[src/rtl/mux_arb_pkg.sv]
// Shared types for the two-requester arbiter: FSM state and requester ids.
package mux_arb_pkg;

    typedef enum logic {ARB_IDLE, ARB_BUSY} arb_state_t;

    typedef logic arb_id_t;

    localparam arb_id_t ARB_ID_0 = 1'b0;
    localparam arb_id_t ARB_ID_1 = 1'b1;

endpackage

[src/rtl/mux_2.sv]
// Plain 2:1 select used to steer the current owner's operand onto the shared resource.
module mux_2 #(
    parameter int data_width = 16
) (
    input  logic                  sel,
    input  logic [data_width-1:0] din_0,
    input  logic [data_width-1:0] din_1,
    output logic [data_width-1:0] dout
);

    assign dout = sel ? din_1 : din_0;

endmodule

[src/rtl/mux_arbiter_2.sv]
// Round-robin arbiter/sequencer for one shared single-ported resource with completion timeout.
// Optional per-requester saturating grant counters are enabled with `define MUX_ARB_GRANT_CNT_EN.
module mux_arbiter_2
    import mux_arb_pkg::*;
#(
    parameter int DATA_WIDTH = 16,
    parameter int TIMEOUT    = 15,
    parameter int CNT_WIDTH  = 8
) (
    input  logic                  clk,
    input  logic                  reset,
    input  logic                  req_0,
    input  logic                  req_1,
    input  logic [DATA_WIDTH-1:0] din_0,
    input  logic [DATA_WIDTH-1:0] din_1,
    input  logic                  port_ready,
    output logic [DATA_WIDTH-1:0] port_out,
    output logic                  port_valid,
    output logic                  port_sel,
    output logic                  gnt_0,
    output logic                  gnt_1,
    output logic                  done_0,
    output logic                  done_1,
    output logic                  err_0,
    output logic                  err_1
`ifdef MUX_ARB_GRANT_CNT_EN
    ,
    output logic [CNT_WIDTH-1:0]  gnt_cnt_0,
    output logic [CNT_WIDTH-1:0]  gnt_cnt_1
`endif
);

    localparam logic [CNT_WIDTH-1:0] TIMEOUT_LAST = CNT_WIDTH'(TIMEOUT - 1);

    arb_state_t           state, state_n;
    arb_id_t              last_owner, last_owner_n;
    arb_id_t              sel_n, winner, other;
    logic [CNT_WIDTH-1:0] cnt, cnt_n;
    logic                 valid_n, other_req, finish, new_grant;
    logic                 done_0_n, done_1_n, err_0_n, err_1_n;

    mux_2 #(
        .data_width(DATA_WIDTH)
    ) u_mux (
        .sel  (port_sel),
        .din_0(din_0),
        .din_1(din_1),
        .dout (port_out)
    );

    // Completion and timeout both end the transaction; port_ready has priority.
    always_comb begin
        state_n      = state;
        sel_n        = port_sel;
        valid_n      = port_valid;
        last_owner_n = last_owner;
        cnt_n        = cnt;
        done_0_n     = 1'b0;
        done_1_n     = 1'b0;
        err_0_n      = 1'b0;
        err_1_n      = 1'b0;
        new_grant    = 1'b0;
        winner       = ARB_ID_0;
        other        = ~port_sel;
        other_req    = (other == ARB_ID_1) ? req_1 : req_0;
        finish       = port_ready || (cnt == TIMEOUT_LAST);

        case (state)
            ARB_IDLE: begin
                if (req_0 || req_1) begin
                    if (req_0 && req_1)
                        winner = ~last_owner;
                    else if (req_1)
                        winner = ARB_ID_1;
                    else
                        winner = ARB_ID_0;
                    state_n   = ARB_BUSY;
                    sel_n     = winner;
                    valid_n   = 1'b1;
                    cnt_n     = '0;
                    new_grant = 1'b1;
                end
            end
            ARB_BUSY: begin
                if (finish) begin
                    if (port_ready) begin
                        done_0_n = (port_sel == ARB_ID_0);
                        done_1_n = (port_sel == ARB_ID_1);
                    end else begin
                        err_0_n = (port_sel == ARB_ID_0);
                        err_1_n = (port_sel == ARB_ID_1);
                    end
                    last_owner_n = port_sel;
                    cnt_n        = '0;
                    // Hand straight over to a waiting requester without an IDLE bubble.
                    if (other_req) begin
                        sel_n     = other;
                        new_grant = 1'b1;
                    end else begin
                        state_n = ARB_IDLE;
                        valid_n = 1'b0;
                    end
                end else begin
                    cnt_n = cnt + CNT_WIDTH'(1);
                end
            end
            default: state_n = ARB_IDLE;
        endcase
    end

    // Reset leaves last_owner at 1 so requester 0 wins the first contested round.
    always_ff @(posedge clk or posedge reset) begin
        if (reset) begin
            state      <= ARB_IDLE;
            last_owner <= ARB_ID_1;
            cnt        <= '0;
            port_sel   <= ARB_ID_0;
            port_valid <= 1'b0;
            gnt_0      <= 1'b0;
            gnt_1      <= 1'b0;
            done_0     <= 1'b0;
            done_1     <= 1'b0;
            err_0      <= 1'b0;
            err_1      <= 1'b0;
        end else begin
            state      <= state_n;
            last_owner <= last_owner_n;
            cnt        <= cnt_n;
            port_sel   <= sel_n;
            port_valid <= valid_n;
            gnt_0      <= valid_n && (sel_n == ARB_ID_0);
            gnt_1      <= valid_n && (sel_n == ARB_ID_1);
            done_0     <= done_0_n;
            done_1     <= done_1_n;
            err_0      <= err_0_n;
            err_1      <= err_1_n;
        end
    end

`ifdef MUX_ARB_GRANT_CNT_EN
    always_ff @(posedge clk or posedge reset) begin
        if (reset) begin
            gnt_cnt_0 <= '0;
            gnt_cnt_1 <= '0;
        end else if (new_grant) begin
            if (sel_n == ARB_ID_0 && gnt_cnt_0 != '1)
                gnt_cnt_0 <= gnt_cnt_0 + CNT_WIDTH'(1);
            if (sel_n == ARB_ID_1 && gnt_cnt_1 != '1)
                gnt_cnt_1 <= gnt_cnt_1 + CNT_WIDTH'(1);
        end
    end
`else
    logic unused_new_grant;
    assign unused_new_grant = new_grant;
`endif

endmodule

[config.mk]
export PLATFORM = sky130hd
export DESIGN_NAME = mux_arbiter_2
export DESIGN_NICKNAME = d
export VERILOG_FILES = /design/src/rtl/mux_arb_pkg.sv /design/src/rtl/mux_2.sv /design/src/rtl/mux_arbiter_2.sv
export SDC_FILE = /design/constraint.sdc
export NUM_CORES = 1
export LEC_CHECK = 0
export CAP_MARGIN = 30
export CORE_MARGIN = 5
export CORE_UTILIZATION = 36
export CTS_BUF_LIST = sky130_fd_sc_hd__clkbuf_4
export CTS_CLUSTER_SIZE = 40
export DETAILED_ROUTE_END_ITERATION = 8
export HOLD_SLACK_MARGIN = 0.12
export PLACE_DENSITY = 0.81
export SLEW_MARGIN = 20
export SYNTH_ARGS = -nofsm -noshare
export SYNTH_HDL_FRONTEND = slang
export SYNTH_SLANG_ARGS = --single-unit
[constraint.sdc]
create_clock -name clk -period 1.4 [get_ports clk]
set_input_delay 0.28 -clock clk [delete_from_list [all_inputs] [get_ports clk]]
set_output_delay 0.28 -clock clk [all_outputs]
set_load 0.05 [all_outputs]
==> flow_summary.yaml <==
critical_path:
  cp-end-kind: "output pin"
  worstPathMaxFanout: 17
  critPathLaunch: "port_sel$_DFF_PP0_"
  crit_chain: "buf_12, mux2_4, buf_12"
  critical-path-max-stage-delay_ns: 0.44
  slowest_stage: "dfrtp_2"
  cp_data_required_time_ns: 1.12
  critPathArrivalTime_ns: 1.39
  regToRegStartpoint: "cnt[0]$_DFFE_PP0P_"
  critPathBufInv: 2
  worstSetupStartpointType: "flop"
  crit_family: "flip-flops"
  crit_path_frequent_cell: "buf_12"
  critPathKind: "reg2out"
place:
  gp_congestion: 0.904
  dp_hpwl_um: 3320
  placed_cells: 227
  io_buffers: 60
die:
  io_pins: 61
  dieArea_sq_um: 4340
  initial_utilization: 0.371
  placementRows: 20
  fp.coreArea_sq_um: 3030
  die_h_um: 65.9
  die_w_um: 65.9
detailed_routing:
  remaining_drc_errors: 0
  via_per_inst: 5.20
  wl_per_cell_um: 19.3
  via_count: 1216
  wirelength_um: 4520
  first_iter_violations: 39
  dr.pass1.iters: 4
  antenna_left: 0
yosys:
  synth-edff-count: 0
  syn_inst: 107
  synth_seq_cells: 18
  synthTopCellsByArea: "dfrtp_1 (38%), mux2_2 (16%), nand2b_1 (3.3%)"
  synth_area_sq_um: 1120
  yosysUniqueCellTypes: 37
  yosysTopAreaCell: "dfrtp_1"
  ys.flop_type: "dfrtp_1"
  avgSynthCellArea_sq_um: 10.5
  synth_top_area_frac: 0.379
  ys_seq_area_frac: 0.402
  syn-num-nets: 146
  yosys_warnings: 0
  synth-async-reset-ratio: 1.00
global_routing:
  grt_use_total: 0.205
  grt_pass1_vias: 1288
  grt_pass1_wl_um: 6580
  grt_overflow_total: 0
  grt_max_degree: 18
  antenna_found_initial: 0
sta:
  min_period_over_period: 1.19
  fmax_mhz: 598
  tns_ns: -5.30
  rsz0062_at_grt: "yes"
  slew_violations: 0
  finalClockSkew_ns: 0.00176
  fin_ws_ns: -0.272
  maxSlewHeadroom: 0.762
  worst_pin_slew_ns: 0.357
  finalSetupViolations: 33
  hold_viol_final: 0
  fin_crit_ns: 1.67
hold_path:
  hp-class: "in2async"
outcome:
  status: "finished with violations"
  violations: "negative setup slack"
clock_network:
  clk_pin_slew_ns: 0.10
  clock_latency_ns: 0.30
  h-tree-depth: 1
  cts_buffer_depth: 2
  root_buffer: "clkbuf_4"
  cts_tree: "done"
  cts_buffers: 3
  cts.sinks: 18
cells_and_area:
  fin_nets: 230
  n_antenna_cell: 0
  instances_no_fill: 234
  drive_above_1_share: 0.521
  syn_to_final_growth_pct: 115
pwr:
  power.density_nw_per_um2: 1840
  leakagePower_nw: 1.06
  ir_drop_mv: 1.14
run:
  max_cap_viol_count: 0
## power by group
group	total (W)	internal [W]	switching, W
logic	0.00330	0.00167	0.00163
clock network	0.000299	0.000131	0.000168
registers	0.000845	0.000677	0.000167
total	0.00444	0.00248	0.00196
## sequential cells by signal, indices dropped and copies added (netlist names)
register,cells
err_1,1
gnt_1,1
last_owner,1
port_sel,1
state,1
done_0,1
gnt_0,1
cnt,8
port_valid,1
err_0,1
done_1,1
## kinds of logic after synthesis
kind of cell	after synthesis	synth area share
multiplexers	18	0.183
AND/OR/NAND/NOR	37	0.212
flip-flops	18	0.402
adder cells (fa/ha/maj)	2	0.0223
buffers and inverters	7	0.0267
AO/OA/AOI/OAI	23	0.139
XOR/XNOR	2	0.0156
## area by class of cell
type / count / area [sq um]
multi-input cells: 82 / 845
repair buffers: 83 / 1020
well taps: 44 / 55.1
clock buffers: 4 / 30.0
inverters: 3 / 11.3
fillers: 187 / 613
flip-flops and latches: 18 / 455
## path summary, 6_finish.rpt
kind | end | slack [ns] | depth (start not counted)
max in group asynchronous | cnt[5]$_DFFE_PP0P_ | 0.71 | 3
worst min-delay path | err_0$_DFF_PP0_ | 0.23 | 2
worst min register to register | cnt[1]$_DFFE_PP0P_ | 0.59 | 2
worst max register to register | last_owner$_DFFE_PP1P_ | -0.16 | 6
min in group clk | cnt[1]$_DFFE_PP0P_ | 0.59 | 2
worst max-delay path | port_out[11] | -0.27 | 3
## layer usage
layer  part of all wire  up-vias  track usage
li1                   -      549            -
met1               0.36      596        0.201
met2               0.53       60        0.402
met3              0.081       11       0.0459
met4              0.027        0       0.0855
met5                  0        -            0
## timing repair
item / 4_1_cts / 5_1_grt
pin swaps: 19 / 7
hold buffers: 0 / 0
setup buffers: 1 / 2
gates resized for setup: 31 / 12
setup endpoints to repair: 32 / 33
## Yosys cell counts (3+ instances only)
library cell  instances
buf_2                 3
nand2_1               9
inv_1                 3
nand2b_1              6
and3_1                3
a31oi_1               3
mux2_2               16
a21oi_1               7
o21ai_0               5
dfrtp_1              17
## cell usage in the layout (no fill, tap or decap), types with 3 or more instances in the layout
| cell type | n |
|---|---|
| inv_1 | 3 |
| buf_6 | 8 |
| o21ai_2 | 4 |
| dfrtp_1 | 14 |
| buf_12 | 22 |
| buf_4 | 17 |
| mux2_4 | 17 |
| nand2_1 | 8 |
| a31oi_1 | 3 |
| nand2b_1 | 6 |
| dfrtp_2 | 3 |
| clkbuf_4 | 4 |
| a21oi_2 | 5 |
| clkdlybuf4s50_1 | 36 |
## through the flow
stage	hold slack, ns	power (W)	instance area [sq um]	setup slack, ns	util
final	0.226	0.00444	2410	-0.272	0.798
after floorplan	0.218	0.00248	1200	-0.0977	-
after global routing	0.258	0.00461	2410	-0.303	0.798
after CTS	0.233	0.00427	2340	-0.270	0.774
after detailed placement	0.568	0.00381	2180	-0.306	0.720
after global placement	0.551	0.00374	2180	-0.186	0.720
No activity file was read; power rests on OpenSTA's default activity.
